==> config.mk <==
export PLATFORM = sky130hd
export DESIGN_NAME = lcd_spi_rx
export DESIGN_NICKNAME = d
export VERILOG_FILES = /design/src/rtl/lcd_spi_pkg.sv /design/src/rtl/sync_bit.sv /design/src/rtl/lcd_spi_rx.sv
export SDC_FILE = /design/constraint.sdc
export NUM_CORES = 1
export LEC_CHECK = 0
export ABC_CLOCK_PERIOD_IN_PS = 2000
export CORE_ASPECT_RATIO = 1.25
export CORE_MARGIN = 4
export CORE_UTILIZATION = 53
export DETAILED_ROUTE_END_ITERATION = 7
export HOLD_SLACK_MARGIN = 0.03
export PLACE_DENSITY = 0.77
export SLEW_MARGIN = 5
export SYNTH_ARGS = -nofsm -noshare
export SYNTH_HDL_FRONTEND = slang
export SYNTH_HIERARCHICAL = 1
export SYNTH_SLANG_ARGS = --single-unit
==> constraint.sdc <==
create_clock -name CLK -period 2 [get_ports CLK]
set_clock_uncertainty 0.1 [all_clocks]
set_input_delay 0.3 -clock CLK [delete_from_list [all_inputs] [get_ports CLK]]
set_output_delay 0.3 -clock CLK [all_outputs]
set_load 0.05 [all_outputs]
==> src/rtl/lcd_spi_pkg.sv <==
// Shared types and constants for the LCD write-bus receiver and its benches.
package lcd_spi_pkg;

  localparam int unsigned BYTE_W = 8;

  typedef enum logic {StIdle, StShift} rx_state_e;

  localparam logic [BYTE_W-1:0] CMD_NOP     = 8'h00;
  localparam logic [BYTE_W-1:0] CMD_SWRESET = 8'h01;
  localparam logic [BYTE_W-1:0] CMD_SLPOUT  = 8'h11;
  localparam logic [BYTE_W-1:0] CMD_DISPON  = 8'h29;
  localparam logic [BYTE_W-1:0] CMD_RAMWR   = 8'h2C;
  localparam logic [BYTE_W-1:0] CMD_MADCTL  = 8'h36;
  localparam logic [BYTE_W-1:0] CMD_COLMOD  = 8'h3A;
  localparam logic [BYTE_W-1:0] FRMCTR1     = 8'hB1;
  localparam logic [BYTE_W-1:0] FRMCTR2     = 8'hB2;
  localparam logic [BYTE_W-1:0] FRMCTR3     = 8'hB3;

endpackage

==> src/rtl/sync_bit.sv <==
// N-stage single-bit synchronizer with a selectable reset value.
module sync_bit #(
  parameter int unsigned SYNC_STAGES = 2,
  parameter logic        RST_VAL     = 1'b0
) (
  input  logic CLK,
  input  logic RST,
  input  logic d_i,
  output logic q_o
);

  logic [SYNC_STAGES-1:0] sync_q;

  always_ff @(posedge CLK) begin
    if (RST) begin
      sync_q <= {SYNC_STAGES{RST_VAL}};
    end else begin
      sync_q <= {sync_q[SYNC_STAGES-2:0], d_i};
    end
  end

  assign q_o = sync_q[SYNC_STAGES-1];

endmodule

==> src/rtl/lcd_spi_rx.sv <==
// Passive LCD write-bus receiver: oversampled SPI byte capture, command/param
// tracking and a single-entry valid/ready output register.
module lcd_spi_rx
  import lcd_spi_pkg::*;
#(
  parameter int unsigned SYNC_STAGES = 2,
  parameter int unsigned PIDX_W      = 8
) (
  input  logic              CLK,
  input  logic              RST,
  input  logic              LCD_SCL,
  input  logic              LCD_MOSI,
  input  logic              LCD_DC,
  input  logic              LCD_CS,
  input  logic              LCD_RSTN,
  output logic [BYTE_W-1:0] BYTE_DATA,
  output logic              BYTE_DC,
  output logic [BYTE_W-1:0] BYTE_CMD,
  output logic [PIDX_W-1:0] BYTE_PIDX,
  output logic              BYTE_VALID,
  input  logic              BYTE_READY,
  output logic              BUSY,
  output logic              LCD_RST_EVT,
  output logic              ERR_ABORT,
  output logic              ERR_OVF,
  input  logic              ERR_CLR
);

  localparam logic [PIDX_W-1:0] PIDX_ONE = PIDX_W'(1);
  localparam logic [PIDX_W-1:0] PIDX_MAX = '1;

  logic scl_s, mosi_s, dc_s, cs_s, rstn_s;

  // CS and RSTN reset to their inactive (high) level so reset gives BUSY=0 and no event.
  sync_bit #(.SYNC_STAGES(SYNC_STAGES), .RST_VAL(1'b0)) u_sync_scl (
    .CLK(CLK), .RST(RST), .d_i(LCD_SCL), .q_o(scl_s));
  sync_bit #(.SYNC_STAGES(SYNC_STAGES), .RST_VAL(1'b0)) u_sync_mosi (
    .CLK(CLK), .RST(RST), .d_i(LCD_MOSI), .q_o(mosi_s));
  sync_bit #(.SYNC_STAGES(SYNC_STAGES), .RST_VAL(1'b0)) u_sync_dc (
    .CLK(CLK), .RST(RST), .d_i(LCD_DC), .q_o(dc_s));
  sync_bit #(.SYNC_STAGES(SYNC_STAGES), .RST_VAL(1'b1)) u_sync_cs (
    .CLK(CLK), .RST(RST), .d_i(LCD_CS), .q_o(cs_s));
  sync_bit #(.SYNC_STAGES(SYNC_STAGES), .RST_VAL(1'b1)) u_sync_rstn (
    .CLK(CLK), .RST(RST), .d_i(LCD_RSTN), .q_o(rstn_s));

  rx_state_e         state_q;
  logic [2:0]        bit_cnt_q;
  logic [BYTE_W-1:0] shreg_q;
  logic              dc_q, done_q;
  logic              scl_prev_q, rstn_prev_q;
  logic [BYTE_W-1:0] cur_cmd_q;
  logic [PIDX_W-1:0] pidx_q;

  logic scl_rise, abort_set, accept, ovf_set;

  assign scl_rise  = scl_s & ~scl_prev_q;
  assign abort_set = rstn_s && (state_q == StShift) && cs_s && (bit_cnt_q != 3'd0);
  assign accept    = BYTE_VALID & BYTE_READY;
  assign ovf_set   = done_q & BYTE_VALID & ~BYTE_READY;
  assign BUSY      = ~cs_s;

  // Receive FSM and shifter; done_q is a one-cycle byte-complete strobe.
  always_ff @(posedge CLK) begin
    if (RST) begin
      state_q     <= StIdle;
      bit_cnt_q   <= 3'd0;
      shreg_q     <= '0;
      dc_q        <= 1'b0;
      done_q      <= 1'b0;
      scl_prev_q  <= 1'b0;
      rstn_prev_q <= 1'b1;
      LCD_RST_EVT <= 1'b0;
      ERR_ABORT   <= 1'b0;
    end else begin
      scl_prev_q  <= scl_s;
      rstn_prev_q <= rstn_s;
      LCD_RST_EVT <= rstn_prev_q & ~rstn_s;
      done_q      <= 1'b0;
      if (abort_set) begin
        ERR_ABORT <= 1'b1;
      end else if (ERR_CLR) begin
        ERR_ABORT <= 1'b0;
      end
      if (!rstn_s) begin
        state_q   <= StIdle;
        bit_cnt_q <= 3'd0;
      end else begin
        case (state_q)
          StIdle: begin
            if (!cs_s) begin
              state_q   <= StShift;
              bit_cnt_q <= 3'd0;
            end
          end
          StShift: begin
            if (cs_s) begin
              state_q   <= StIdle;
              bit_cnt_q <= 3'd0;
            end else if (scl_rise) begin
              shreg_q   <= {shreg_q[BYTE_W-2:0], mosi_s};
              bit_cnt_q <= bit_cnt_q + 3'd1;
              if (bit_cnt_q == 3'd7) begin
                dc_q   <= dc_s;
                done_q <= 1'b1;
              end
            end
          end
          default: state_q <= StIdle;
        endcase
      end
    end
  end

  // Command tracker and output holding register.
  always_ff @(posedge CLK) begin
    if (RST) begin
      cur_cmd_q  <= CMD_NOP;
      pidx_q     <= '0;
      BYTE_DATA  <= '0;
      BYTE_DC    <= 1'b0;
      BYTE_CMD   <= '0;
      BYTE_PIDX  <= '0;
      BYTE_VALID <= 1'b0;
      ERR_OVF    <= 1'b0;
    end else begin
      if (ovf_set) begin
        ERR_OVF <= 1'b1;
      end else if (ERR_CLR) begin
        ERR_OVF <= 1'b0;
      end
      if (accept) begin
        BYTE_VALID <= 1'b0;
      end
      if (done_q) begin
        if (!BYTE_VALID || accept) begin
          BYTE_VALID <= 1'b1;
          BYTE_DATA  <= shreg_q;
          BYTE_DC    <= dc_q;
          BYTE_CMD   <= dc_q ? cur_cmd_q : shreg_q;
          BYTE_PIDX  <= dc_q ? pidx_q : '0;
        end
        // Tracker advances even when the byte itself is dropped.
        if (!dc_q) begin
          cur_cmd_q <= shreg_q;
          pidx_q    <= '0;
        end else if (pidx_q != PIDX_MAX) begin
          pidx_q <= pidx_q + PIDX_ONE;
        end
      end
      if (!rstn_s) begin
        cur_cmd_q <= CMD_NOP;
        pidx_q    <= '0;
      end
    end
  end

endmodule

==> impl_metrics.toml <==
[worst_setup_path]
cp_num_buf_inv = 1
rr_startpoint = "pidx_q[0]$_SDFFE_PP0P_"
cp-end-kind = "primary output"
slowest_delay_ns = 0.81
crit_chain = "clkdlybuf4s50_1"
startpoint_type = "register"
worstPathMaxFanout = 2
cp.required_ns = 1.60
reg2reg_depth = 5
timing.rr.end = "pidx_q[1]$_SDFFE_PP0P_"
cpMaxStageDelayCell = "clkdlybuf4s50_1"
r2r_slack_ns = 0.31
cp_top_family = "buffers and inverters"
worstPathArrival_ns = 1.49
critical_path_class = "register to primary output"

[hold_path]
holdPathEnd = "u_sync_rstn/sync_q[1]$_SDFF_PP1_"
hold_class = "register to register"
min_from = "u_sync_rstn/sync_q[0]$_SDFF_PP1_"
min_path_cells = 1

[power_and_ir_drop]
p_per_area_nw_per_um2 = 778
p_leak_nw = 1.15
ir_worst_vdd_v = 0.000577

[synthesis]
ys_ff_latch = 71
synth_area_per_cell_sq_um = 8.77
synth_cell_types = 35
ys_seq_area_share_pct = 52.5
syn-cell-area_sq_um = 2710
syn_nets = 322
syn_inst = 309
synth_warnings = 6

[final_layout]
drive_gt1_share_pct = 9.38
area_delta_synth_final_pct = 24.4
final_cell_mix = "dfxtp_1, nand2_1, a21oi_1, clkdlybuf4s50_1, nor2_1"
fin_util_pct = 69.7
nets = 360
fillers = 405
num_antenna_cells = 0
layout_commonest_cell = "dfxtp_1"
finalNonFillerCells = 412

[sta]
layout_setup_ws_ns = 0.106
maxSlewHeadroom_pct = 62.4
finalSetupTns_ns = 0
fin_crit_ns = 1.89
fin_crit_sh_pct = 94.7
rsz0062_at_grt = "no"
final-setup-viol-count = 0
slew_viol_final = 0
tightest_slew_ns = 0.562
fmax_mhz = 528
hold_violations = 0

[cts]
clock-sinks = 71
cts_buffers = 9
htree_levels = 3
clkLatencyLatePin_ns = 0.34
cts_hold_buf = 0
cts_setup_buffers = 0
cts_resized = 0
root_buffer = "clkbuf_8"
clk_pin_slew_worst_paths_ns = 0.07
cts_tree = "yes"
clk_path_buf_depth = 2

[routing]
vias_per_cell = 5.40
firstDrtPassIters = 4
wl_per_cell_um = 13.2
vias = 2223
wl_mm = 5.43
route.detailed.drc = 0
first_iter_violations = 140
detail-route-antenna-nets = 0

[floorplan]
die_h_um = 87.9
die_x_um = 71.9
coreArea_sq_um = 4830
io_pins = 39
initial_core_util_pct = 56.0
rows = 28
dieArea_sq_um = 6330

[grt]
use_met1_pct = 23.3
busiest_layer = "met2"
antenna_found_initial = 0
grt_max_degree = 49
grt_pass1_vias = 2100
grt_use_met2_pct = 32.8
grt_util_all_layers_pct = 19.5
met3_usage_pct = 5.40
grt_remaining_overflow = 0
grt_pass1_wl_mm = 9.71

[placement]
routabilityCongestion = 0.843
pre_cts_ws_ns = 0.299
io_buffers = 38
dp.cells = 396
hpwl_mm = 3.68

[run_status]
status = "finished clean"

[job]
max-cap-violations = 0
-- through the flow --
stage / total power [W] / area, sq um / hold slack, ns
5_1_grt: 0.00274 / 3370 / 0.325
2_1_floorplan: 0.00150 / 2710 / 0.272
3_3_place_gp: 0.00153 / 3170 / 0.285
4_1_cts: 0.00265 / 3370 / 0.314
3_5_place_dp: 0.00153 / 3170 / 0.297
6_report: 0.00262 / 3370 / 0.309
-- how the worst max path moves through the flow --
| stage | start | endpoint | slack [ns] | cells past startpoint |
|---|---|---|---|---|
| 2_1_floorplan | BYTE_VALID$_SDFF_PP0_ | BYTE_DATA[3]$_SDFFE_PP0P_ | 0.37 | 6 |
| 3_3_place_gp | RST | pidx_q[4]$_SDFFE_PP0P_ | 0.35 | 4 |
| 3_5_place_dp | RST | pidx_q[4]$_SDFFE_PP0P_ | 0.30 | 4 |
| 4_1_cts | BYTE_CMD[4]$_SDFFE_PP0P_ | BYTE_CMD[4] | 0.09 | 1 |
| 5_1_grt | BYTE_DATA[7]$_SDFFE_PP0P_ | BYTE_DATA[7] | 0.05 | 1 |
| 6_report | BYTE_CMD[0]$_SDFFE_PP0P_ | BYTE_CMD[0] | 0.11 | 1 |
-- registers in the layout, summed over array words and instances (netlist names), 2 cells and up --
register	cells
u_sync_mosi/sync_q	2
BYTE_CMD	8
u_sync_rstn/sync_q	2
BYTE_PIDX	8
BYTE_DATA	8
u_sync_scl/sync_q	2
cur_cmd_q	8
bit_cnt_q	3
u_sync_dc/sync_q	2
shreg_q	8
pidx_q	8
u_sync_cs/sync_q	2
-- kinds of logic after synthesis --
group / after synthesis / share of synthesized area, %
compound gates: 62 / 13.6
fa+ha+maj: 4 / 1.85
buf+inv: 26 / 4.39
flops: 71 / 52.5
mux: 10 / 3.70
simple gates: 136 / 24.0
-- metal layers --
metal	wire length, um	vias up
met2	2650	50
met4	98	0
met1	2450	1035
li1	-	1129
met5	0	-
met3	225	9
-- layout make-up --
cell class	count	area, sq um	share of cell area, %
clock buffer	10	138	4.08
clock inverter	6	60.1	1.78
inverter	6	22.5	0.668
multi-input combinational	212	1170	34.7
sequential	71	1420	42.2
tap	60	75.1	2.23
timing repair buffer	47	483	14.3
-- cells in the mapped netlist --
library cell,instances,area (sq um)
dfxtp_1,71,1420
nand2_1,60,225
a21oi_1,38,190
nor2_1,21,78.8
nand3_1,20,100
nor2b_1,14,87.6
a211oi_1,10,75.1
mux2i_1,10,100
clkbuf_1,9,33.8
buf_2,7,35.0
inv_1,6,22.5
nand2b_1,6,37.5
ha_1,4,50.1
or2_1,4,25.0
a22oi_1,3,22.5
buf_4,3,22.5
o21ai_0,3,15.0
a41oi_1,2,17.5
nand4_1,2,12.5
a311oi_1,1,8.76
a31o_2,1,8.76
a31oi_1,1,6.26
and3_1,1,6.26
and3_4,1,11.3
and4_4,1,11.3
and4bb_1,1,12.5
clkbuf_2,1,5.00
nand3b_1,1,7.51
nand4_2,1,12.5
nor3_1,1,5.00
nor3_2,1,10.0
o2111ai_1,1,8.76
o221ai_1,1,8.76
o31ai_1,1,7.51
or2_2,1,6.26
-- power by group --
part           switching, W  internal, W
combinational     0.0000375    0.0000317
sequential       0.00000663      0.00142
clock              0.000519     0.000603
Note: power is estimated with default switching activity, not from simulation.
